[config.mk]
export PLATFORM = sky130hd
export DESIGN_NAME = seg7_hex_encoder
export DESIGN_NICKNAME = d
export VERILOG_FILES = /design/src/rtl/seg7_hex_encoder.sv
export SDC_FILE = /design/constraint.sdc
export NUM_CORES = 1
export LEC_CHECK = 0
export CAP_MARGIN = 20
export CORE_MARGIN = 8
export CORE_UTILIZATION = 55
export CTS_CLUSTER_DIAMETER = 120
export DETAILED_ROUTE_END_ITERATION = 12
export PLACE_DENSITY = 0.84
export SLEW_MARGIN = 25
export SYNTH_ARGS = -nofsm -noshare
export SYNTH_HDL_FRONTEND = slang
export SYNTH_SLANG_ARGS = --single-unit
export TNS_END_PERCENT = 100
[constraint.sdc]
create_clock -name clock -period 3.2 [get_ports clock]
set_input_delay 0.32 -clock clock [delete_from_list [all_inputs] [get_ports clock]]
set_output_delay 0.32 -clock clock [all_outputs]
set_load 0.02 [all_outputs]
[src/rtl/seg7_hex_encoder.sv]
// seg7_hex_encoder
// Turns a stream of active-low 7-segment patterns back into hex nibbles and
// packs NUM_DIGITS of them into one word. The first accepted digit lands in
// the most significant nibble. Both sides use valid/ready handshakes.
// Unrecognised patterns encode to 0 and raise word_err for that word.
module seg7_hex_encoder #(
    parameter int NUM_DIGITS = 4  // legal range 1..8
) (
    input  logic                    clock,
    input  logic                    resetn,
    input  logic [6:0]              seg_in,
    input  logic                    seg_valid,
    output logic                    seg_ready,
    input  logic                    flush,
    output logic [4*NUM_DIGITS-1:0] word_out,
    output logic                    word_valid,
    input  logic                    word_ready,
    output logic                    word_err,
    output logic [3:0]              digit_count
);

    localparam int WW = 4 * NUM_DIGITS;

    localparam logic [0:0] COLLECT = 1'b0;
    localparam logic [0:0] PRESENT = 1'b1;

    logic [0:0]    state;
    logic          live;        // low in reset, high from the first edge after release
    logic [WW-1:0] shift_q;
    logic [WW-1:0] shifted;
    logic          err_acc;
    logic [3:0]    nibble;
    logic          invalid;
    logic          seg_hs;
    logic          last_digit;

    // Pattern-to-nibble lookup; anything outside the table is flagged invalid.
    always_comb begin
        // NOTE: defaults first so every path assigns both outputs and no latch is inferred.
        nibble  = 4'h0;
        invalid = 1'b0;
        case (seg_in)
            7'h40: nibble = 4'h0;
            7'h79: nibble = 4'h1;
            7'h24: nibble = 4'h2;
            7'h30: nibble = 4'h3;
            7'h19: nibble = 4'h4;
            7'h12: nibble = 4'h5;
            7'h02: nibble = 4'h6;
            7'h78: nibble = 4'h7;
            7'h00: nibble = 4'h8;
            7'h10: nibble = 4'h9;
            7'h08: nibble = 4'hA;
            7'h03: nibble = 4'hB;
            7'h46: nibble = 4'hC;
            7'h21: nibble = 4'hD;
            7'h06: nibble = 4'hE;
            7'h0E: nibble = 4'hF;
            default: invalid = 1'b1;
        endcase
    end

    // ready depends only on registered state, so seg_valid never reaches an output combinationally
    assign seg_ready  = live & (state == COLLECT);
    assign seg_hs     = seg_valid & seg_ready;
    assign last_digit = (digit_count == 4'(NUM_DIGITS - 1));
    assign shifted    = (shift_q << 4) | WW'(nibble);

    // Holds seg_ready low until the first clock edge after reset release.
    always_ff @(posedge clock or negedge resetn) begin
        // NOTE: sequential state uses non-blocking assignments so every flop samples pre-edge values.
        if (!resetn) live <= 1'b0;
        else         live <= 1'b1;
    end

    // Collect digits, then present the packed word until the consumer takes it.
    always_ff @(posedge clock or negedge resetn) begin
        if (!resetn) begin
            state       <= COLLECT;
            shift_q     <= '0;
            err_acc     <= 1'b0;
            digit_count <= 4'd0;
            word_out    <= '0;
            word_valid  <= 1'b0;
            word_err    <= 1'b0;
        end else begin
            case (state)
                COLLECT: begin
                    if (flush) begin
                        // flush beats a same-cycle handshake; that digit is dropped
                        shift_q     <= '0;
                        digit_count <= 4'd0;
                        err_acc     <= 1'b0;
                    end else if (seg_hs) begin
                        shift_q     <= shifted;
                        digit_count <= digit_count + 4'd1;
                        err_acc     <= err_acc | invalid;
                        if (last_digit) begin
                            word_out   <= shifted;
                            word_err   <= err_acc | invalid;
                            word_valid <= 1'b1;
                            state      <= PRESENT;
                        end
                    end
                end
                PRESENT: begin
                    // flush is ignored here: a presented word is never discarded
                    if (word_ready) begin
                        word_valid  <= 1'b0;
                        word_err    <= 1'b0;
                        digit_count <= 4'd0;
                        err_acc     <= 1'b0;
                        state       <= COLLECT;
                    end
                end
                default: state <= COLLECT;
            endcase
        end
    end

endmodule
==> results of run 1 <==
state kept, by name, indices dropped and copies added, names as in the netlist:
signal / count
word_out: 16
shift_q: 12
digit_count: 4
err_acc: 1
live: 1
state: 1
word_err: 1
word_valid: 1
where the power goes:
group | switching (mW) | leakage, nW | internal [mW]
Sequential | 0.00879 | 0.512 | 0.478
Clock | 0.147 | 0.0413 | 0.127
Combinational | 0.0629 | 0.475 | 0.0499
Total | 0.219 | 1.03 | 0.655
logic make-up after synthesis:
family | Yosys count
XOR/XNOR | 3
flip-flops | 37
buffers and inverters | 15
AND/OR/NAND/NOR | 57
adder cells (fa/ha/maj) | 1
multiplexers | 16
other | 1
AO/OA/AOI/OAI | 30
through the flow:
step | hold WS [ns] | util [%] | instances
final | 0.3790 | 68.36 | 239
after global routing | 0.4299 | 68.36 | 239
after CTS | 0.3881 | 68.36 | 239
after detailed placement | 0.4834 | 66.21 | 231
after global placement | 0.4752 | 66.21 | 231
after floorplan | 0.02441 | - | 160
how the worst max path moves through the flow:
| stage | startpoint | end | slack (ns) | cells past startpoint |
|---|---|---|---|---|
| after floorplan | seg_in[1] | err_acc | 1.73 | 6 |
| after global placement | seg_valid | word_out[8] | 0.93 | 6 |
| after detailed placement | seg_valid | word_out[12] | 0.87 | 6 |
| after CTS | state | word_out[1] | 1.19 | 4 |
| after global routing | seg_valid | word_out[4] | 1.03 | 6 |
| final | state | word_out[10] | 1.18 | 4 |
area by class of cell:
| cell class | instances | area share [%] |
|---|---|---|
| sequential | 37 | 41.57 |
| tap | 46 | 2.584 |
| clock inverter | 1 | 0.2247 |
| inverter | 4 | 0.6742 |
| timing repair buffer | 36 | 15.96 |
| clock buffer | 7 | 2.921 |
| multi-input combinational | 108 | 36.07 |
cell usage in the layout (no fill, tap or decap), types with 3 or more instances in the layout:
| master | netlist | final |
|---|---|---|
| nor2_1 | 10 | 10 |
| mux2_1 | 15 | 15 |
| dfrtp_1 | 37 | 37 |
| nor3_1 | 3 | 3 |
| nand2b_1 | 3 | 3 |
| clkbuf_4 | 0 | 5 |
| inv_1 | 4 | 4 |
| nand2_1 | 13 | 13 |
| nand3_1 | 7 | 7 |
| clkdlybuf4s50_1 | 0 | 34 |
| a22o_1 | 11 | 11 |
| o21ai_1 | 6 | 6 |
routing by layer:
layer | global-route usage (%) | vias to the layer above | share of wire (%)
met1 | 16.03 | 653 | 40
li1 | - | 641 | -
met3 | 4.638 | 10 | 6.3
met5 | 0 | - | 0
met4 | 8.869 | 0 | 3.1
met2 | 24.80 | 39 | 50
==> impl_metrics.csv, run 1 <==
group,metric,value,unit
run_status,status,"completed",
synth,synthMuxAreaShare,9.848,%
clocking,htree_levels,2,
route,wl_per_cell,15.51,µm
floorplanning,ios,35,
place,portBuffers,34,
synth,synth_seq_area_share,50.96,%
critical_path,cp-end-kind,"register",
critical_path,worstPathMaxFanout,21,
critical_path,r2r_cells,4,
place,gp_congestion,0.7896,
floorplanning,die_area,0.005399,mm²
sta,setup_viol,0,
synth,async_reset_ff_share,100.0,%
sta,drv_slew,0,
final_layout,final_cell_area,0.002227,mm²
sta,finalCritPeriodShare,63.03,%
final_layout,synthToLayoutAreaGrowth,22.59,%
clocking,cts_resized,0,
critical_path,r2r_slack,1.18,ns
final_layout,nFillCells,278,
final_layout,final_nets,205,
sta,fin_ws,1.183,ns
global_route,grt_pass1_vias,1349,
critical_path,slowest_delay,0.66,ns
synth,synth_top_flop_cell,"dfrtp_1",
synth,synth_simple_gate_area_share,18.39,%
power,p_total,0.8742,mW
power,p_leak,1.029,nW
synth,synth_top_family_by_area,"simple AND/OR/NAND/NOR gates",
floorplanning,row_count,21,
critical_path,crit_chain,"nor3_2, nand3_1, buf_4, mux2_1",
final_layout,antenna_cells,0,
clocking,clk_pin_slew_worst_paths,0.11,ns
global_route,grt_pass1_wl,6203,µm
route,via_count,1343,
final_layout,multi_input_area,803.3,µm²
sta,slew_headroom,48.11,%
synth,synth_edf_count,0,
final_layout,regArea,925.9,µm²
critical_path,cp.arrival,2.25,ns
sta,fin_crit,2.017,ns
floorplanning,die_x,73.48,µm
clocking,cts_setup_buffers,0,
synth,synth_most_common_cell,"dfrtp_1",
synth,synth-seq-cells,37,
floorplanning,die_y,73.48,µm
place,hpwl,2859,µm
critical_path,regToRegEndpoint,"word_out[10]",
global_route,antenna_found_initial,0,
route,post-route-drc-count,0,
synth,synth_area,0.001817,mm²
place,dpl_cell_area,0.002157,mm²
critical_path,cp_top_family,"simple AND/OR/NAND/NOR gates",
critical_path,slowest_stage,"nor3_2",
hold_path,hold_class,"in -> async",
final_layout,drive_gt1_share,11.40,%
synth,syn_nets,173,
clocking,cts_tree,"yes",
sta,worst_clock_skew,0.01245,ns
global_route,grt_max_degree,38,
route,routed_via_density,5.619,
critical_path,reg2reg_from,"state",
sta,fmax,495.8,MHz
floorplanning,initial_utilization,55.76,%
synth,synth-compound-area-share,13.64,%
critical_path,startpoint_type,"register",
power,vdd_drop_max,0.0001841,V
synth,yosys_warnings,0,
synth,netlist_instances,160,
synth,avgSynthCellArea,11.35,µm²
clocking,cts_root_buf,"clkbuf_4",
sta,rsz0062_at_grt,"no",
route,drt_first_pass_iters,4,
synth,synth_top_area_share,50.96,%
global_route,track_usage,14.85,%
sta,tightest_slew,0.7741,ns
clocking,clock_latency,0.35,ns
route,wirelength,3706,µm
route,ant_nets,0,
synth,yosys-top-cells-count,"dfrtp_1 (37), mux2_1 (15), nand2_1 (13)",
power,powerDensity,392.5,mW/mm²
synth,synth_area_leaders,"dfrtp_1 (51%), mux2_1 (9.3%), a22o_1 (5.3%), nand2_1 (2.7%), nor2_1 (2.1%)",
synth,synth_fa_ha_area_share,0.6887,%
clocking,cts_hold_buffers,0,
route,first_iter_violations,45,
global_route,grt_overflow,0,
sta,tns,0,ns
clocking,cts_buffers,5,
synth,yosys.area_share.xor_xnor,1.446,%
clocking,cts.sinks,37,
critical_path,path_class,"reg -> reg",
sta,finalHoldViolCount,0,
synth,yosys.cell_types.count,49,
run,maxCapViolations,0,
critical_path,crit_required,3.43,ns
floorplanning,coreArea,0.003258,mm²
clocking,cts_buffer_depth,2,
place,dpl_worst_slack,0.8711,ns
synth,post-synth-top-area-cell,"dfrtp_1",
critical_path,path_buf_inv,1,
(Power assumes the default switching activity.)
==> run 2: changes to the inputs <==
- CORE_UTILIZATION: 55 -> 46
- PLACE_DENSITY: 0.84 -> 0.75
- clock period: 3.2 -> 1.6 ns (I/O delays scaled with it)
==> run 2 against run 1 <==
  * Clock power increased by 130%
  * Wire length increased by 6.9%
  * Combinational power increased by 140%
  * Non-clock buffer count increased by 22
  * Critical endpoint is now digit_count[0]
  * Largest power group unchanged
==> impl_metrics.csv, run 2 (synthesized netlist as in run 1, its figures left out) <==
group,metric,value,unit
final_layout,multi_input_area,803.3,µm²
global_route,grt_pass1_vias,1528,
global_route,antenna_found_initial,0,
hold_path,hold_class,"in -> async",
floorplanning,die_y,78.85,µm
sta,fin_ws,0.07178,ns
route,wl_per_cell,15.00,µm
route,post-route-drc-count,0,
final_layout,drive_gt1_share,19.63,%
sta,drv_slew,0,
place,hpwl,2977,µm
critical_path,path_class,"reg -> out",
floorplanning,row_count,23,
critical_path,cp-startpoint,"digit_count[0]",
floorplanning,initial_utilization,46.42,%
clocking,htree_levels,2,
place,dpl_worst_slack,-0.3037,ns
critical_path,reg2reg_from,"state",
run,maxCapViolations,0,
clocking,clock_latency,0.29,ns
final_layout,fin_util,62.21,%
critical_path,startpoint_type,"register",
clocking,clk_pin_slew_worst_paths,0.07,ns
final_layout,antenna_cells,0,
route,ant_nets,0,
floorplanning,coreArea,0.003914,mm²
final_layout,regMostFlops,"word_out",
global_route,grt_max_degree,38,
sta,fmax,654.4,MHz
place,gp_congestion,0.9163,
critical_path,crit_chain,"buf_4, clkdlybuf4s50_1",
route,drt_first_pass_iters,4,
final_layout,final_common_cell,"dfrtp_1",
critical_path,cp.arrival,1.37,ns
route,first_iter_violations,58,
final_layout,synthToLayoutAreaGrowth,34.02,%
floorplanning,die_area,0.006217,mm²
final_layout,top_regs,"word_out (16), shift_q (12), digit_count (4)",
global_route,grt_pass1_wl,6837,µm
sta,rsz0062_at_grt,"no",
critical_path,worstPathMaxFanout,4,
clocking,cts_buffers,5,
floorplanning,die_x,78.85,µm
sta,setup_viol,0,
route,wirelength,3961,µm
run_status,status,"completed",
sta,worst_clock_skew,0.002839,ns
sta,finalHoldViolCount,0,
clocking,cts_buffer_depth,2,
final_layout,nFillCells,328,
sta,tns,0,ns
clocking,cts_root_buf,"clkbuf_8",
power,p_leak,1.180,nW
final_layout,largest_reg_flops,16,
critical_path,slowest_stage,"clkdlybuf4s50_1",
place,portBuffers,34,
route,via_count,1439,
power,vdd_drop_max,0.0003149,V
route,routed_via_density,5.451,
clocking,cts.sinks,37,
final_layout,final_nets,227,
critical_path,crit_required,1.44,ns
critical_path,path_buf_inv,2,
final_layout,regArea,925.9,µm²
sta,fin_crit,1.528,ns
final_layout,layout_common_cells,"dfrtp_1 (37), clkdlybuf4s50_1 (29), buf_4 (23)",
critical_path,cp-end-kind,"output pin",
clocking,cts_tree,"yes",
clocking,cts_setup_buffers,0,
sta,finalCritPeriodShare,95.51,%
global_route,grt_overflow,0,
critical_path,slowest_delay,0.60,ns
critical_path,cp_top_family,"buffers and inverters",
floorplanning,ios,35,
global_route,track_usage,13.58,%
power,powerDensity,776.4,mW/mm²
## run 2: power breakdown
part           leakage [nW]  switching, mW  internal, mW
sequential            0.512         0.0157         0.957
clock                0.0443          0.303         0.341
combinational         0.624          0.139         0.135
total                  1.18          0.457          1.43
## run 2: cell type report
type	count	area share, %
Inverter	4	0.6166
Multi-Input combinational cell	108	32.99
Clock buffer	7	3.546
Sequential cell	37	38.03
Tap cell	50	2.569
Timing Repair Buffer	58	22.25
## run 2: final timing paths
path | end | slack, ns | depth (start not counted)
min in group clock | state | 0.45 | 2
max | digit_count[0] | 0.07 | 2
min | shift_q[9] | 0.29 | 2
max in group asynchronous | digit_count[0] | 1.00 | 2
max reg2reg | word_out[4] | 0.14 | 4
min reg2reg | word_out[13] | 0.49 | 1
## run 2: per-stage QoR
| stage | power [mW] | hold WS (ns) | std cells | area, µm² |
|---|---|---|---|---|
| floorplan | 1.120 | -0.1356 | 160 | 1817 |
| global placement | 1.259 | 0.4596 | 257 | 2340 |
| detailed placement | 1.265 | 0.4805 | 257 | 2340 |
| CTS | 1.913 | 0.2989 | 264 | 2425 |
| global route | 1.967 | 0.3347 | 264 | 2435 |
| finish | 1.890 | 0.2908 | 264 | 2435 |
## run 2: layer usage
| metal | vias to the layer above | track usage, % | wire (µm) | part of all wire (%) |
|---|---|---|---|---|
| met5 | - | 0 | 0 | 0 |
| met4 | 0 | 8.704 | 113 | 2.9 |
| met3 | 9 | 3.499 | 199 | 5.0 |
| met2 | 38 | 22.54 | 1952 | 49 |
| met1 | 711 | 15.23 | 1696 | 43 |
| li1 | 681 | - | - | - |
## run 2: repair_timing
item,in CTS,in global routing
gates resized for setup,1,4
endpoints found under the setup margin,1,3
hold buffers,0,0
==> run 3: changes to the inputs <==
- CTS_BUF_LIST: not set -> sky130_fd_sc_hd__clkbuf_16
==> run 3 against run 2 <==
  * Core utilization is 1.2 points higher
  * Wire length increased by 2.7%
  * Global-route usage increased by 0.50 points
  * Sequential power hardly changed
  * Final area up 2.0%
  * Critical path depth grew 4
  * Register-to-register slack barely moved
  * Critical endpoint is now err_acc
==> impl_metrics.csv, run 3 (synthesized netlist as in run 1, its figures left out) <==
group,metric,value,unit
clocking,clk_pin_slew_worst_paths,0.05,ns
global_route,antenna_found_initial,0,
clocking,htree_levels,2,
floorplanning,die_y,78.85,µm
critical_path,crit_required,1.76,ns
sta,drv_slew,0,
power,power_switching_share,23.04,%
power,p_comb_share,12.8,%
final_layout,top_regs,"word_out (16), shift_q (12), digit_count (4)",
run,maxCapViolations,0,
final_layout,final_common_cell,"dfrtp_1",
route,first_iter_violations,53,
critical_path,slowest_stage,"clkdlybuf4s50_1",
final_layout,synthToLayoutAreaGrowth,36.71,%
final_layout,antenna_cells,0,
critical_path,cp_top_family,"simple AND/OR/NAND/NOR gates",
critical_path,worstPathMaxFanout,4,
place,portBuffers,34,
global_route,grt_max_degree,38,
power,power.switching,0.4938,mW
power,p_total,2.143,mW
place,hpwl,2977,µm
global_route,grt_pass1_wl,6996,µm
power,p_seq_share,45.4,%
critical_path,cp.arrival,1.70,ns
power,powerDensity,862.8,mW/mm²
floorplanning,initial_utilization,46.42,%
clocking,cts_buffer_depth,2,
critical_path,crit_chain,"clkdlybuf4s50_1, nand4bb_2, or3_1, nand2_2, a2111oi_4, a32o_1",
critical_path,r2r_cells,5,
floorplanning,coreArea,0.003914,mm²
run_status,status,"completed",
final_layout,regMostFlops,"word_out",
route,post-route-drc-count,0,
clocking,cts_hold_buffers,0,
global_route,track_usage,14.08,%
floorplanning,ios,35,
global_route,grt_overflow,0,
route,drt_first_pass_iters,4,
route,via_count,1449,
place,gp_congestion,0.9163,
sta,finalCritPeriodShare,95.88,%
route,routed_via_density,5.489,
clocking,cts_tree,"yes",
final_layout,layout_common_cells,"dfrtp_1 (37), clkdlybuf4s50_1 (28), buf_4 (23)",
route,wirelength,4069,µm
global_route,grt_pass1_vias,1544,
critical_path,reg2reg_from,"live",
final_layout,final_nets,227,
route,wl_per_cell,15.41,µm
critical_path,regToRegEndpoint,"word_out[4]",
floorplanning,row_count,23,
power,power.internal,1.649,mW
clocking,cts.sinks,37,
hold_path,hold_class,"in -> async",
critical_path,slowest_delay,0.44,ns
sta,fmax,651.9,MHz
clocking,cts_root_buf,"clkbuf_16",
sta,finalHoldViolCount,0,
floorplanning,die_x,78.85,µm
route,ant_nets,0,
critical_path,path_class,"in -> reg",
power,p_clk_share,41.8,%
power,p_leak,1.211,nW
critical_path,r2r_slack,0.15,ns
final_layout,largest_reg_flops,16,
sta,tns,0,ns
sta,fin_ws,0.06592,ns
sta,setup_viol,0,
place,dpl_worst_slack,-0.3037,ns
final_layout,drive_gt1_share,19.16,%
critical_path,cp-end-kind,"register",
clocking,clock_latency,0.28,ns
clocking,cts_buffers,5,
critical_path,path_buf_inv,1,
place,dpl_cell_area,0.002340,mm²
power,vdd_drop_max,0.0004085,V
final_layout,final_cell_area,0.002484,mm²
sta,fin_crit,1.534,ns
floorplanning,die_area,0.006217,mm²
sta,rsz0062_at_grt,"no",
sta,worst_clock_skew,0.002944,ns
critical_path,startpoint_type,"input port",
-- run 3: worst max path at each step --
stage	start	to	cells after the start
final	seg_in[5]	err_acc	6
after global routing	seg_in[5]	err_acc	6
after CTS	seg_in[1]	err_acc	6
after detailed placement	seg_in[1]	err_acc	6
after global placement	seg_in[1]	err_acc	6
after floorplan	digit_count[0]	word_out[0]	4
-- run 3: power by group through the flow --
stage / combinational [mW] / sequential [mW] / clock (mW)
after detailed placement: 0.277 / 0.989 / 0
final: 0.274 / 0.973 / 0.895
after global placement: 0.271 / 0.988 / 0
after floorplan: 0.112 / 1.01 / 0
after global routing: 0.298 / 0.975 / 0.944
after CTS: 0.277 / 0.973 / 0.918
-- run 3: what timing repair did --
item	CTS	global route
endpoints found under the setup margin	1	7
pin swaps	0	4
setup buffers	0	0
endpoints found under the hold margin	0	0
resized for setup	1	5
-- run 3: worst register-to-register path, delay by kind of cell, from the launching register on --
| family | cells | cell delay (ns) |
|---|---|---|
| muxes | 1 | 0.33 |
| and+or+nand+nor | 3 | 0.44 |
| DFF | 1 | 0.36 |
| buffers and inverters | 1 | 0.20 |
-- run 3: area by class of cell --
type / count / area (µm²)
multi-input cells: 108 / 803.3
fillers: 324 / 1430
clock buffers: 5 / 125.1
well taps: 50 / 62.56
clock inverters: 2 / 7.507
repair buffers: 58 / 544.3
inverters: 4 / 15.01
flip-flops and latches: 37 / 925.9
-- run 3: metrics by stage --
| stage | cells | utilization (%) | hold WS [ns] |
|---|---|---|---|
| 6_report | 264 | 63.46 | 0.3010 |
| 5_1_grt | 264 | 63.46 | 0.3549 |
| 4_1_cts | 264 | 63.14 | 0.3155 |
| 3_5_place_dp | 257 | 59.78 | 0.4805 |
| 3_3_place_gp | 257 | 59.78 | 0.4596 |
| 2_1_floorplan | 160 | - | -0.1356 |
-- run 3: layer usage --
layer | vias up | wire length, µm | GRT usage, %
li1 | 683 | - | -
met1 | 716 | 1621 | 15.03
met2 | 37 | 2075 | 23.86
met3 | 13 | 232 | 3.612
met4 | 0 | 138 | 10.00
met5 | - | 0 | 0
